[src/rtl/sync_fifo_flex.sv]
// sync_fifo_flex: single-clock FIFO for any DEPTH >= 2.
// Read mode is either a registered read (FWFT=0) or first-word-fall-through (FWFT=1).
// It provides almost-full/almost-empty thresholds, an occupancy count,
// one-cycle reject pulses and a synchronous flush.
// All outputs come directly from registers.
module sync_fifo_flex #(
    parameter int    WIDTH     = 16,
    parameter int    DEPTH     = 16,
    parameter int    FWFT      = 0,
    parameter int    AF_THRESH = DEPTH - 2,
    parameter int    AE_THRESH = 2,
    parameter string TARGET    = "Xilinx"
) (
    input  logic                         i_clk,
    input  logic                         i_rst,
    input  logic                         i_flush,
    input  logic [WIDTH-1:0]             i_data,
    input  logic                         i_wr_en,
    input  logic                         i_rd_en,
    output logic [WIDTH-1:0]             o_data,
    output logic                         o_valid,
    output logic                         o_full,
    output logic                         o_empty,
    output logic                         o_almost_full,
    output logic                         o_almost_empty,
    output logic [$clog2(DEPTH+1)-1:0]   o_count,
    output logic                         o_wr_err,
    output logic                         o_rd_err
);

    localparam int               PW       = $clog2(DEPTH);
    localparam int               CW       = $clog2(DEPTH + 1);
    localparam logic [PW-1:0]    PTR_LAST = PW'(DEPTH - 1);
    localparam logic [CW-1:0]    DEPTH_C  = CW'(DEPTH);
    localparam logic [CW-1:0]    AF_C     = CW'(AF_THRESH);
    localparam logic [CW-1:0]    AE_C     = CW'(AE_THRESH);
    localparam logic             AF_RST   = (AF_THRESH <= 0);

    // Reject illegal configurations at elaboration time.
    if (DEPTH < 2) begin : g_err_depth
        $error("sync_fifo_flex: DEPTH must be >= 2");
    end
    if ((AF_THRESH < 1) || (AF_THRESH > DEPTH)) begin : g_err_af
        $error("sync_fifo_flex: AF_THRESH must lie in 1..DEPTH");
    end
    if ((AE_THRESH < 0) || (AE_THRESH > DEPTH - 1)) begin : g_err_ae
        $error("sync_fifo_flex: AE_THRESH must lie in 0..DEPTH-1");
    end
    if ((TARGET != "Xilinx") && (TARGET != "Generic")) begin : g_err_target
        $error("sync_fifo_flex: TARGET must be \"Xilinx\" or \"Generic\"");
    end

    // Storage is deliberately never reset. A location is only ever read after it has been written.
    (* ram_style = "distributed" *)
    logic [WIDTH-1:0] r_mem [0:DEPTH-1];

    logic [PW-1:0]    r_wr_ptr;
    logic [PW-1:0]    r_rd_ptr;
    logic [CW-1:0]    r_count;
    logic [WIDTH-1:0] r_data;
    logic             r_valid;
    logic             r_full;
    logic             r_empty;
    logic             r_afull;
    logic             r_aempty;
    logic             r_wr_err;
    logic             r_rd_err;

    logic             w_wr_acc;
    logic             w_rd_acc;
    logic [PW-1:0]    w_wr_ptr_next;
    logic [PW-1:0]    w_rd_ptr_next;
    logic [CW-1:0]    w_count_next;
    logic [WIDTH-1:0] w_data_next;
    logic             w_valid_next;

    // Pointer advance with an explicit wrap, so DEPTH need not be a power of two.
    function automatic logic [PW-1:0] ptr_inc(input logic [PW-1:0] p);
        if (p == PTR_LAST) begin
            return '0;
        end else begin
            return p + PW'(1);
        end
    endfunction

    // A request is accepted based on the flags before the edge. Flush wins over any request.
    assign w_wr_acc = i_wr_en && !r_full  && !i_flush;
    assign w_rd_acc = i_rd_en && !r_empty && !i_flush;

    // Next pointers: advance only on an accepted operation.
    always_comb begin
        w_wr_ptr_next = r_wr_ptr;
        w_rd_ptr_next = r_rd_ptr;
        if (w_wr_acc) begin
            w_wr_ptr_next = ptr_inc(r_wr_ptr);
        end else begin
            w_wr_ptr_next = r_wr_ptr;
        end
        if (w_rd_acc) begin
            w_rd_ptr_next = ptr_inc(r_rd_ptr);
        end else begin
            w_rd_ptr_next = r_rd_ptr;
        end
    end

    // Next occupancy: a simultaneous read and write leave the count unchanged.
    always_comb begin
        w_count_next = r_count;
        if (w_wr_acc && !w_rd_acc) begin
            w_count_next = r_count + CW'(1);
        end else if (w_rd_acc && !w_wr_acc) begin
            w_count_next = r_count - CW'(1);
        end else begin
            w_count_next = r_count;
        end
    end

    // Next output word and valid for the selected read mode.
    always_comb begin
        w_data_next  = r_data;
        w_valid_next = r_valid;
        if (FWFT != 0) begin
            // o_data tracks the head word. After a pop, the next entry is already in storage
            // unless the FIFO held one word and that word is being replaced in the same cycle.
            w_valid_next = (w_count_next != CW'(0));
            if (w_rd_acc) begin
                if (r_count > CW'(1)) begin
                    w_data_next = r_mem[w_rd_ptr_next];
                end else if (w_wr_acc) begin
                    w_data_next = i_data;
                end else begin
                    w_data_next = r_data;
                end
            end else if (w_wr_acc && r_empty) begin
                w_data_next = i_data;
            end else begin
                w_data_next = r_data;
            end
        end else begin
            // Registered read: the popped word appears in the cycle after the accepted read.
            w_valid_next = w_rd_acc;
            if (w_rd_acc) begin
                w_data_next = r_mem[r_rd_ptr];
            end else begin
                w_data_next = r_data;
            end
        end
    end

    // Storage write port.
    always_ff @(posedge i_clk) begin
        if (w_wr_acc) begin
            r_mem[r_wr_ptr] <= i_data;
        end
    end

    // Control state, registered flags and output word.
    // Async reset and synchronous flush return everything to the same values.
    always_ff @(posedge i_clk or posedge i_rst) begin
        if (i_rst) begin
            r_wr_ptr <= '0;
            r_rd_ptr <= '0;
            r_count  <= '0;
            r_data   <= '0;
            r_valid  <= 1'b0;
            r_full   <= 1'b0;
            r_empty  <= 1'b1;
            r_afull  <= AF_RST;
            r_aempty <= 1'b1;
            r_wr_err <= 1'b0;
            r_rd_err <= 1'b0;
        end else if (i_flush) begin
            r_wr_ptr <= '0;
            r_rd_ptr <= '0;
            r_count  <= '0;
            r_data   <= '0;
            r_valid  <= 1'b0;
            r_full   <= 1'b0;
            r_empty  <= 1'b1;
            r_afull  <= AF_RST;
            r_aempty <= 1'b1;
            r_wr_err <= 1'b0;
            r_rd_err <= 1'b0;
        end else begin
            r_wr_ptr <= w_wr_ptr_next;
            r_rd_ptr <= w_rd_ptr_next;
            r_count  <= w_count_next;
            r_data   <= w_data_next;
            r_valid  <= w_valid_next;
            r_full   <= (w_count_next == DEPTH_C);
            r_empty  <= (w_count_next == CW'(0));
            r_afull  <= (w_count_next >= AF_C);
            r_aempty <= (w_count_next <= AE_C);
            r_wr_err <= i_wr_en && r_full;
            r_rd_err <= i_rd_en && r_empty;
        end
    end

    assign o_data         = r_data;
    assign o_valid        = r_valid;
    assign o_full         = r_full;
    assign o_empty        = r_empty;
    assign o_almost_full  = r_afull;
    assign o_almost_empty = r_aempty;
    assign o_count        = r_count;
    assign o_wr_err       = r_wr_err;
    assign o_rd_err       = r_rd_err;

endmodule
[config.mk]
export PLATFORM = sky130hd
export DESIGN_NAME = sync_fifo_flex
export DESIGN_NICKNAME = d
export VERILOG_FILES = /design/src/rtl/sync_fifo_flex.sv
export SDC_FILE = /design/constraint.sdc
export NUM_CORES = 1
export LEC_CHECK = 0
export ABC_AREA = 1
export BUFFER_PORTS_ARGS = -buffer_cell sky130_fd_sc_hd__buf_4
export CORE_MARGIN = 2
export CORE_UTILIZATION = 55
export DETAILED_ROUTE_END_ITERATION = 12
export PLACE_DENSITY = 0.72
export RECOVER_POWER = 50
export SYNTH_ARGS = -nofsm -noshare
export SYNTH_HDL_FRONTEND = slang
export SYNTH_SLANG_ARGS = --single-unit
[constraint.sdc]
create_clock -name i_clk -period 3.1 [get_ports i_clk]
set_clock_uncertainty 0.1 [all_clocks]
set_input_delay 0.465 -clock i_clk [delete_from_list [all_inputs] [get_ports i_clk]]
set_output_delay 0.465 -clock i_clk [all_outputs]
set_load 0.05 [all_outputs]
Word-level counts from Yosys, hierarchy flattened
Memory sizes are Yosys's and may differ from the RTL's. Index checks and enable logic that the tools add are counted. Widths: inputs -> output; s select.

Register bits: 36. Memory bits (writable): 256. Output and inout port bits: 28. Word-level logic and storage cells: 57. Memories: 1.

Add/sub/neg operators: 4. $lt $le $gt $ge: 2. Equality and inequality tests: 3. Muxes and demuxes: 20. Reductions and logical operators: 16.

Memory list: r_mem (depth 16, width 16, rd ports 1, clocked after Yosys merged registers in 0, wr ports 1, line 55) `logic [WIDTH-1:0] r_mem [0:DEPTH-1];`.

Operators with widths (number): $mux 16 (2); $mux 4 (6); $mux 5 (3); $mux 1 (9); $add 4x1->4 const B (2); $eq 4x4->1 const B (2); $logic_and 1x1->1 (8); $add 5x1->5 const B (1); $eq 5x5->1 const B (1); $ge 5x4->1 const B (1); $le 5x2->1 const B (1); $logic_not 1->1 (5); $logic_not 5->1 (1); $sub 5x1->5 const B (1); $reduce_bool 2->1 (2).

Depth between registers and ports, before layout
Gate-level depths: netlist of run 1.

Word-level depth: 9. Depth in mapped cells: 12.

Worst setup path after synthesis of run 1
No wires, ideal clock.

Path kind: register -> register. Start point: register r_full (netlist: o_full). End point: memory r_mem[8][0], enable pin. Library setup time: 0.409 ns. Arrival: 2.221 ns. Required time: 2.591 ns. Slack: 0.370 ns. Cell stages (with the launch flop): 6. Path buffers: 0. Clock period less this slack: 2.730 ns. Path through: dfrtp_1 > inv_2 > nand3_1 > inv_1 > nand2_1 > nor3_1.

Longest elaborated chain between the ends: 5.

RTL lines: from (decl) (line 62) `logic r_full;`; from (signal assigned) (line 190) `r_full <= (w_count_next == DEPTH_C);`; $logic_not 1->1 (line 87) `assign w_wr_acc = i_wr_en && !r_full && !i_flush;`; $logic_and 1x1->1 (2 in a row) (line 87); $mux 1 (line 152) `if (w_wr_acc) begin`; $mux 1 (not written as such) (line 153) `r_mem[r_wr_ptr] <= i_data;`; to (decl) (line 55).

No other way between the ends.

Final worst setup path of run 1
Start point: register r_rd_ptr[1]. End point: register r_data[0] (netlist: o_data[0]).

Longest elaborated chain between the ends: 3.

RTL lines: from (decl) (line 58) `logic [PW-1:0] r_rd_ptr;`; from (signal assigned) (line 186) `r_rd_ptr <= w_rd_ptr_next;`; $mem_v2 16x16; $mux 16 (line 142) `if (w_rd_acc) begin`; $mux 16 (line 172) `end else if (i_flush) begin`; to (signal assigned) (line 188) `r_data <= w_data_next;`; to (decl) (line 60) `logic [WIDTH-1:0] r_data;`.

No other way between the ends. The select of a mux whose other input is x is not followed. A chain may end at the register's enable or synchronous reset.

==> results of run 1 <==
==> critical path: stages (launching register included) <==
cell     delay (ns)
dfrtp_2        0.35
buf_4          0.75
o21ai_0        0.24
o22ai_1        0.32
nand2_1        0.08
nand3_1        0.10
nand3_1        0.06
nand2_1        0.08
==> how the worst max path moves through the flow <==
| stage | from | end | slack, ns | cells after the start |
|---|---|---|---|---|
| after floorplan | o_full | r_mem[8][0] | 0.37 | 5 |
| after global placement | i_flush | r_mem[8][1] | 0.88 | 7 |
| after detailed placement | i_flush | r_mem[8][1] | 0.82 | 7 |
| after CTS | r_rd_ptr[1] | o_data[0] | 0.95 | 7 |
| after global routing | i_rst | r_rd_ptr[0] | 0.71 | 4 |
| final | r_rd_ptr[1] | o_data[0] | 0.92 | 7 |
==> metrics by stage <==
stage	utilization, %	hold slack [ns]	instance area (sq um)	instances	setup slack (ns)
after detailed placement	59.80	0.3792	12610	1274	0.8199
after CTS	63.87	0.05272	13470	1327	0.9537
after global placement	59.80	0.3719	12610	1274	0.8821
after global routing	63.43	0.07213	13380	1327	0.7075
after floorplan	-	0.4639	11870	973	0.3697
final	63.43	0.07062	13380	1327	0.9220
==> placed cells by master, fill, tap and decap left out, drive strengths merged <==
master	Yosys	final
a21oi	5	5
and2	1	1
buf	33	59
clkbuf	23	66
clkinv	1	11
dfrtp	34	34
dfstp	2	2
dlygate4sd3	0	1
edfxtp	256	256
ha	7	7
inv	31	30
nand2	100	100
nand3	42	42
nand4	15	15
nor2	207	207
nor3	11	11
o211ai	53	53
o21ai	136	136
o221ai	7	7
o22ai	5	5
xor2	4	4
==> metal layers <==
metal / wire length (um) / vias to the layer above
met2: 12530 / 350
met4: 597 / 0
li1: - / 3608
met1: 11720 / 3805
met5: 0 / -
met3: 2027 / 43
==> final cells by class <==
class	instances	area (sq um)
Clock buffer	43	787.0
Clock inverter	9	61.31
Fill cell	1574	7711
Inverter	32	121.4
Multi-Input combinational cell	593	2912
Sequential cell	292	8596
Tap cell	275	344.1
Timing Repair Buffer	83	555.5
==> power by group through the flow <==
stage          sequential [uW]  combinational (uW)  clock [uW]
2_1_floorplan             4610                1180           0
3_3_place_gp              4540                1610           0
3_5_place_dp              4540                1650           0
4_1_cts                   4460                1660        3170
5_1_grt                   4470                1840        3330
6_report                  4460                1650        3130
==> flip-flops by register name (all words and copies together) (netlist names), 4 cells and up <==
signal / cells
r_wr_ptr: 4
o_count: 5
r_mem: 256
r_rd_ptr: 4
o_data: 16
==> logic make-up after synthesis <==
| kind of cell | after synthesis | synth area share [%] |
|---|---|---|
| AOI/OAI and AO/OA | 206 | 10.11 |
| and+or+nand+nor | 376 | 12.94 |
| DFF | 292 | 72.40 |
| xor gates and xnor gates | 4 | 0.2952 |
| adders and majority gates | 7 | 0.7381 |
| buffers and inverters | 88 | 3.511 |
==> results.md, run 1 <==
* Status: complete, no violations
* Synthesis-to-finish area growth at 12.74%
* WL/cell at just over 20 um
* Chip height at around 150 um
* Clock Tree Root: clkbuf_16
* Sequential share of power at between 40% and 50%
* Hold Path Depth at 3
* Yosys reg bits at approximately 300
* RSZ-0062 raised after global routing: false
* Internal at 6582 uW
* Max-slew violation count at 0
* Syn avg cell area at around 12 sq um
* R2R depth at 7
* Critical path class: register to register
* Hold path start: i_rd_en
* IO Count at slightly below 50
* Antenna Nets Post-Route at 0
* Postcts setup bufs at 0
* Vias in the first global route at roughly 7700
* Sw Pwr at between 2000 and 3000 uW
* Req. time, crit path at ~3.5 ns
* DRT Pass-1 Iters at 5
* Setup violators final at 0
* Switching part of the total power at 28.77%
* Total power draw at just over 9000 uW
* Top cells by area, synth: edfxtp_1 (65%), dfrtp_1 (7.2%), nor2_1 (6.5%)
* Arrival @ worst endpoint at roughly 2.6 ns
* DR vias at just under 8000
* Global routing's busiest layer: met2
* Post-synth EDFFs at approximately 260
* Synth cell types at 28
* Via-to-Cell Ratio at 5.882
* Worst-case hold path end point: o_rd_err
* Asr flop ratio synth at between 10 and 15%
* Skew-Pair Late Insertion Delay at roughly 0.55 ns
* Yosys warns at 0
* Initial Utilization at between 50% and 60%
* Grt met2 use at 38.64%
* R2r setup slk at 0.92 ns
* TNS Setup at 0 ns
* Die ar. at ~23000 sq um
* H-tree depth at 1
* Post-CTS Hold Buffers at 1
* First-pass GRT wire length at between 40000 and 50000 um
* CP max FO at a little over 90
* Max Cap Viol at 0
* Predominant post-synthesis flop cell: edfxtp_1
* CTS tree: yes
* Slew @ Worst Pin at 1.009 ns
* Sequential fraction of the synthesis area at between 70 and 80%
* CTS sink cnt at a little under 300
* Tot GR Track Use at 24.37%
* Post-route minimum period at ~2.2 ns
* CORE AREA at 21090 sq um
* Dominant cell type by area after synthesis: edfxtp_1
* Ant diodes at 0
* Period utilisation layout at a little over two thirds
* DP HPWL at approximately 15000 um
* Final Hold Vio Count at 0
* Synth cell count leaders: edfxtp_1 (256), nor2_1 (204), o21ai_0 (113)
* Logic pwr share at approximately 18%
* Post-CTS sizing at 0
* Peak VDD IR at between 0.4 and 0.5 mV
* Clock Tree Buf Depth at 3
* Slew margin rel. at between 30% and 40%
* Hold/Removal Path Class: input port to register
* Power Density at a little under 700 nW/um^2
* Fraction of layout cells with a size suffix above 1 at between 10% and 20%
* First-iteration detailed-routing DRC count at ~770
* Mapped Cells at ~970
* GP Congestion at between 0.8 and 0.9
* # rows at 53
* R2R Path End: o_data[0]
* Reg2reg start: r_rd_ptr[1]
* Count leader, synth: edfxtp_1
* Worst setup EP type: register
* M3 GR Usage at between 3 and 4%
* Area share of the largest cell type after synthesis at between 60% and 70%
* Nets@finish at 1058
* DR DRC count at 0
* Met1 Use GR at between 30% and 40%
* Highest clock rate at around 460 MHz
* Final wirelength at ~27000 um
* Syn_nets at 1001
* Clk pin slew, worst setup/hold paths at about 0.060 ns
* Leak Pwr at 0.004716 uW
* CTS Buf Count at 28
* Clock share of power at between 30% and 40%
* PortBufs at 48
* Synth Cell Area at about 12000 sq um
* CP Launch Type: register
* Die X-Extent at 150.9 um
* Largest net degree at the start of global routing at about 130
* Initial antenna violation count at 0
* Total gr overflow at 0
(Power assumes the default switching activity.)
==> run 2, diff against run 1 <==
- clock period: 3.1 -> 2.1 ns (I/O delays scaled with it)
==> run 2 against run 1 <==
Against the previous run:
- power is 60% higher
- flip-flop and latch count is the same
- sequential power increased by 46%
- via count is 1.7% higher
- largest cell class unchanged
- clock power rose by 77%
- die area unchanged
- sequential share of layout area down 2.3 points
- clock-buffer cell count down 9
- first-iteration DRC count up 29%
- hold slack gained 0.16 ns
- setup slack got worse by 0.75 ns
==> results.md, run 2 (synthesized netlist as in run 1, its figures left out) <==
* Sw Pwr at 4149 uW (was 2659 uW)
* Worst-case hold path end point: r_mem[1][3] (was o_rd_err)
* WL/cell at 20.60 um (was 20.26 um)
* Layout Utilization at 65.82% (was 63.43%)
* Total gr overflow at 0 (unchanged)
* Initial antenna violation count at 0 (unchanged)
* Peak VDD IR at 0.6472 mV (was 0.4954 mV)
* Arrival @ worst endpoint at 2.24 ns (was 2.56 ns)
* Clock Tree Root: clkbuf_16 (unchanged)
* H-tree depth at 1 (unchanged)
* Tot GR Track Use at 24.95% (was 24.37%)
* Nets@finish at 1073 (was 1058)
* Synthesis-to-finish area growth at 16.98% (was 12.74%)
* Most frequent cells in the layout: edfxtp_1 (256), nor2_1 (197), o21ai_0 (113) (unchanged)
* Clock share of power at 37.6% (was 33.9%)
* Hold path start: i_data[3] (was i_rd_en)
* Final wirelength at 27640 um (was 26880 um)
* CP Launch Point: o_empty (was r_rd_ptr[1])
* CTS tree: yes (unchanged)
* Post-route minimum period at 1.927 ns (was 2.178 ns)
* IO Count at 49 (unchanged)
* Slew @ Worst Pin at 0.9084 ns (was 1.009 ns)
* Hold Path Depth at 1 (was 3)
* Vias in the first global route at 7645 (was 7658)
* Max-slew violation count at 0 (unchanged)
* First-pass GRT wire length at 42340 um (was 41900 um)
* RSZ-0062 raised after global routing: false (unchanged)
* Largest Register: r_mem (unchanged)
* CP Launch Type: register (unchanged)
* R2R depth at 6 (was 7)
* Antenna Nets Post-Route at 0 (unchanged)
* GP Congestion at 0.8535 (was 0.8527)
* DP HPWL at 15890 um (was 15460 um)
* Internal at 10610 uW (was 6582 uW)
* Req. time, crit path at 2.42 ns (was 3.49 ns)
* Period utilisation layout at 91.74% (was 70.26%)
* PortBufs at 48 (unchanged)
* Slew margin rel. at 39.07% (was 32.29%)
* Via-to-Cell Ratio at 5.917 (was 5.882)
* Chip height at 150.9 um (unchanged)
* Clock Tree Buf Depth at 3 (unchanged)
* Setup violators final at 0 (unchanged)
* DR vias at 7940 (was 7806)
* Number of flip-flops in the largest register at 256 (unchanged)
* Max Cap Viol at 0 (unchanged)
* DR DRC count at 0 (unchanged)
* Power Density at 1064 nW/um^2 (was 690.8 nW/um^2)
* Total power draw at 14760 uW (was 9241 uW)
* Highest clock rate at 519.0 MHz (was 459.1 MHz)
* Largest net degree at the start of global routing at 75 (was 131)
* Ant diodes at 0 (unchanged)
* CTS sink cnt at 292 (unchanged)
* Hold/Removal Path Class: input port to register (unchanged)
* Worst setup EP type: register (unchanged)
* Switching part of the total power at 28.11% (was 28.77%)
* Clk pin slew, worst setup/hold paths at 0.06 ns (about the same)
* Final Hold Vio Count at 0 (unchanged)
* Critical path class: register to register (unchanged)
* Status: complete, no violations (unchanged)
* Logic pwr share at 18.4% (was 17.8%)
* Leak Pwr at 0.004892 uW (was 0.004716 uW)
* R2R Path End: o_data[10] (was o_data[0])
* # rows at 53 (unchanged)
* CORE AREA at 21090 sq um (unchanged)
* Sequential share of power at 44.1% (was 48.3%)
* Reg2reg start: o_empty (was r_rd_ptr[1])
* CTS Buf Count at 29 (was 28)
* Fraction of layout cells with a size suffix above 1 at 12.37% (was 11.79%)
* Die X-Extent at 150.9 um (unchanged)
* Initial Utilization at 56.27% (unchanged)
* First-iteration detailed-routing DRC count at 987 (was 765)
* CP max FO at 27 (was 93)
* Commonest non-fill, non-tap cell in the layout: edfxtp_1 (unchanged)
* Skew-Pair Late Insertion Delay at 0.54 ns (was 0.55 ns)
* Postcts setup bufs at 0 (unchanged)
* Die ar. at 22760 sq um (unchanged)
* R2r setup slk at 0.17 ns (was 0.92 ns)
* DRT Pass-1 Iters at 5 (unchanged)
run 2: cell types whose count changed in the layout (fill, tap and decap cells not counted), sizes merged:
| cell | before | now |
|---|---|---|
| buf | 59 | 57 |
| bufinv | 0 | 7 |
| clkbuf | 66 | 60 |
| clkinv | 11 | 12 |
| clkinvlp | 0 | 3 |
| dlygate4sd3 | 1 | 14 |
| inv | 30 | 29 |
run 2: power by group through the flow:
stage / sequential [uW] / combinational, uW / clock [uW]
floorplan: 6800 / 1750 / 0
global placement: 6620 / 2610 / 0
detailed placement: 6620 / 2650 / 0
CTS: 6500 / 2710 / 5590
global route: 6510 / 2990 / 5820
finish: 6500 / 2710 / 5550
run 2: how the worst max path moves through the flow:
stage                  endpoint  slack [ns]  depth (start not counted)
detailed placement  r_mem[8][1]        0.19                          7
global route          o_data[8]        0.07                          6
CTS                 r_mem[8][4]        0.20                          8
finish               o_data[10]        0.17                          6
floorplan           r_mem[1][0]       -0.43                          3
global placement    r_mem[8][1]        0.24                          7
run 2: layout make-up:
type | count | area (sq um)
repair buffers | 97 | 845.8
multi-input cells | 593 | 2939
flip-flops and latches | 292 | 8596
well taps | 275 | 344.1
clock buffers | 34 | 744.5
clock inverters | 19 | 289.0
inverters | 32 | 121.4
fillers | 1539 | 7208
run 2: what timing repair did:
| item | 4_1_cts | 5_1_grt |
|---|---|---|
| hold endpoints to repair | 125 | 0 |
| hold buffers | 14 | 0 |
| gates resized for setup | 0 | 0 |
run 2: per-layer routing:
| metal | track usage (%) | vias to the layer above | part of all wire (%) |
|---|---|---|---|
| met2 | 40.09 | 374 | 48 |
| met5 | 0 | - | 0 |
| met1 | 34.96 | 3859 | 41 |
| met3 | 3.705 | 58 | 7.6 |
| li1 | - | 3649 | - |
| met4 | 9.486 | 0 | 3.2 |
run 2: stage by stage:
stage / cell area (sq um) / setup TNS (ns) / hold WS (ns) / cells / setup WS (ns)
after floorplan: 11910 / -41.01 / 0.3139 / 973 / -0.4312
after global placement: 12800 / 0 / 0.3246 / 1275 / 0.2413
after detailed placement: 12800 / 0 / 0.3373 / 1275 / 0.1868
after CTS: 13970 / 0 / 0.001686 / 1342 / 0.1980
after global routing: 13880 / 0 / 0.2758 / 1342 / 0.07157
final: 13880 / 0 / 0.2319 / 1342 / 0.1734
run 2: worst max-delay path, stage by stage (launching register included):
cell	delay [ns]
dfstp_1	0.55
inv_1	0.06
nand2_1	0.12
nor2_2	0.06
clkbuf_2	0.43
nand4_1	0.34
nand3_1	0.11
==> run 3, diff against run 2 <==
- CORE_MARGIN: 2 -> 4
- REMOVE_ABC_BUFFERS: default -> 1
==> run 3 against run 2 <==
Against the previous run:
- hold slack better by 0.033 ns
- clock-buffer cell count decreased by 1
- global-route usage is 2.6 points lower
- fmax up 3.0%
- clock power down 3%
- wire length fell by 2.0%
- first-iteration DRC count shrank 32%
- setup slack improved by 0.057 ns
- die area is 5.4% higher
- cell area up 0.53%
- non-clock buffer count increased by 18
==> results.md, run 3 (synthesized netlist as in run 1, its figures left out) <==
* Clk pin slew, worst setup/hold paths at 0.06 ns (about the same)
* Antenna Nets Post-Route at 0 (unchanged)
* Post-CTS sizing at 0 (unchanged)
* H-tree depth at 1 (unchanged)
* Setup Slack @ Placement at 0.2543 ns (was 0.1868 ns)
* Worst setup EP type: register (unchanged)
* Highest clock rate at 534.8 MHz (was 519.0 MHz)
* Peak VDD IR at 0.9560 mV (was 0.6472 mV)
* Initial antenna violation count at 0 (unchanged)
* Layout Utilization at 66.17% (was 65.82%)
* Hold path start: i_data[0] (was i_data[3])
* Total gr overflow at 0 (unchanged)
* Period utilisation layout at 89.04% (was 91.74%)
* Slew margin rel. at 40.47% (was 39.07%)
* Sw Pwr at 4023 uW (was 4149 uW)
* DP HPWL at 16050 um (was 15890 um)
* Postcts setup bufs at 0 (unchanged)
* Max-slew violation count at 0 (unchanged)
* DR DRC count at 0 (unchanged)
* Ant diodes at 0 (unchanged)
* PortBufs at 48 (unchanged)
* Largest net degree at the start of global routing at 52 (was 75)
* CORE AREA at 21090 sq um (unchanged)
* Tot GR Track Use at 22.38% (was 24.95%)
* R2R Path End: o_almost_full (was o_data[10])
* Skew-Pair Late Insertion Delay at 0.55 ns (was 0.54 ns)
* Reg2reg start: o_empty (unchanged)
* Largest Register: r_mem (unchanged)
* CTS Buf Count at 30 (was 29)
* Slowest stage delay, CP at 0.53 ns (was 0.55 ns)
* Die ar. at 23990 sq um (was 22760 sq um)
* Placed Cells at 1288 (was 1275)
* Critical path cell sequence: dlygate4sd3_1 > clkbuf_4 > inv_2 > nand3_1 > inv_1 > nand2_1 > nor3_2 > buf_4 (was inv_1 > nand2_1 > nor2_2 > clkbuf_2 > nand4_1 > nand3_1)
* # rows at 53 (unchanged)
* DRT Pass-1 Iters at 5 (unchanged)
* CP Launch Point: i_flush (was o_empty)
* Layout Cells excl Fill at 1362 (was 1342)
* Power Density at 1045 nW/um^2 (was 1064 nW/um^2)
* Critical path class: input port to register (was register to register)
* Logic pwr share at 18.4% (about the same)
* Via-to-Cell Ratio at 5.784 (was 5.917)
* Worst-case hold path end point: r_mem[1][0] (was r_mem[1][3])
* Switching part of the total power at 27.59% (was 28.11%)
* Final Hold Vio Count at 0 (unchanged)
* Req. time, crit path at 2.22 ns (was 2.42 ns)
* Final wirelength at 27090 um (was 27640 um)
* Setup slack after layout at 0.2302 ns (was 0.1734 ns)
* Max Cap Viol at 0 (unchanged)
* RSZ-0062 raised after global routing: false (unchanged)
* CP max FO at 16 (was 27)
* Synthesis-to-finish area growth at 17.60% (was 16.98%)
* Crit-path leading delay family: buffers and inverters (was simple AND/OR/NAND/NOR gates)
* WP buf/inv at 5 (was 2)
* CP Launch Type: input port (was register)
* Initial Utilization at 56.27% (unchanged)
* Nets@finish at 1092 (was 1073)
* Number of flip-flops in the largest register at 256 (unchanged)
* First-iteration detailed-routing DRC count at 673 (was 987)
* Vias in the first global route at 7681 (was 7645)
* Most frequent cells in the layout: edfxtp_1 (256), nor2_1 (198), o21ai_0 (113) (was edfxtp_1 (256), nor2_1 (197), o21ai_0 (113))
* Chip height at 154.9 um (was 150.9 um)
* Fillers at 1514 (was 1539)
* Commonest non-fill, non-tap cell in the layout: edfxtp_1 (unchanged)
* WL/cell at 19.89 um (was 20.60 um)
* Slew @ Worst Pin at 0.8920 ns (was 0.9084 ns)
* Total power draw at 14590 uW (was 14760 uW)
* Arrival @ worst endpoint at 1.99 ns (was 2.24 ns)
* Internal at 10560 uW (was 10610 uW)
* IO Count at 49 (unchanged)
* GP Congestion at 0.8048 (was 0.8535)
* Status: complete, no violations (unchanged)
* Post-route minimum period at 1.870 ns (was 1.927 ns)
* CTS sink cnt at 292 (unchanged)
* Fraction of layout cells with a size suffix above 1 at 13.43% (was 12.37%)
* Setup violators final at 0 (unchanged)
* DR vias at 7878 (was 7940)
* Sequential share of power at 44.6% (was 44.1%)
* Hold Path Depth at 1 (unchanged)
* Leak Pwr at 0.004978 uW (was 0.004892 uW)
* Hold/Removal Path Class: input port to register (unchanged)
* Die X-Extent at 154.9 um (was 150.9 um)
* R2r setup slk at 0.30 ns (was 0.17 ns)
* Slowest CP cell: dlygate4sd3_1 (was dfstp_1)
* Clock Tree Buf Depth at 3 (unchanged)
* CTS tree: yes (unchanged)
* R2R depth at 8 (was 6)
* First-pass GRT wire length at 42110 um (was 42340 um)
* Clock share of power at 37.0% (was 37.6%)
* Clock Tree Root: clkbuf_16 (unchanged)
run 3: power by group through the flow:
stage | sequential (uW) | clock, uW | combinational, uW
after floorplan | 7010 | 0 | 1270
after global placement | 6620 | 0 | 2630
after global routing | 6520 | 5730 | 2980
after CTS | 6510 | 5460 | 2720
after detailed placement | 6630 | 0 | 2680
final | 6510 | 5400 | 2680
run 3: worst max path at each step:
stage                endpoint  slack (ns)  depth (start not counted)
2_1_floorplan       o_data[1]       -2.09                          7
3_5_place_dp     r_mem[8][13]        0.25                          7
5_1_grt        o_almost_empty         0.1                         10
3_3_place_gp      r_mem[8][0]        0.29                          7
6_report          r_mem[8][8]        0.23                          8
4_1_cts           r_mem[8][8]        0.26                          8
run 3: through the flow:
step	setup TNS, ns	area [sq um]	hold WS, ns
floorplan	-113.08	11570	0.2767
global placement	0	12850	0.2900
detailed placement	0	12850	0.2934
CTS	0	14060	0.01323
global route	0	13950	0.3476
finish	0	13950	0.2647
run 3: worst reg2reg max path: stages (launching register included):
cell	delay, ns
dfstp_2	0.55
inv_1	0.05
nand2_1	0.09
nand3_1	0.26
inv_1	0.19
nand2_1	0.12
a21oi_2	0.17
nand2_1	0.07
o21ai_1	0.12
run 3: routing by layer:
| metal | wire length, um | part of all wire, % | global-route usage [%] | up-vias |
|---|---|---|---|---|
| li1 | - | - | - | 3669 |
| met4 | 565 | 2.1 | 6.686 | 0 |
| met3 | 1928 | 7.1 | 2.865 | 42 |
| met1 | 11220 | 41 | 31.42 | 3841 |
| met2 | 13370 | 49 | 37.13 | 326 |
| met5 | 0 | 0 | 0 | - |
run 3: repair_timing:
item,CTS,global route
hold buffers,19,0
endpoints found under the setup margin,0,0
hold endpoints to repair,240,0
run 3: cell type report:
type	instances	area, sq um	share of cell area, %
clock inverter	22	235.2	1.686
clock buffer	33	783.3	5.613
inverter	32	121.4	0.8698
timing repair buffer	115	960.9	6.887
tap	275	344.1	2.466
sequential	292	8596	61.60
multi-input combinational	593	2913	20.88
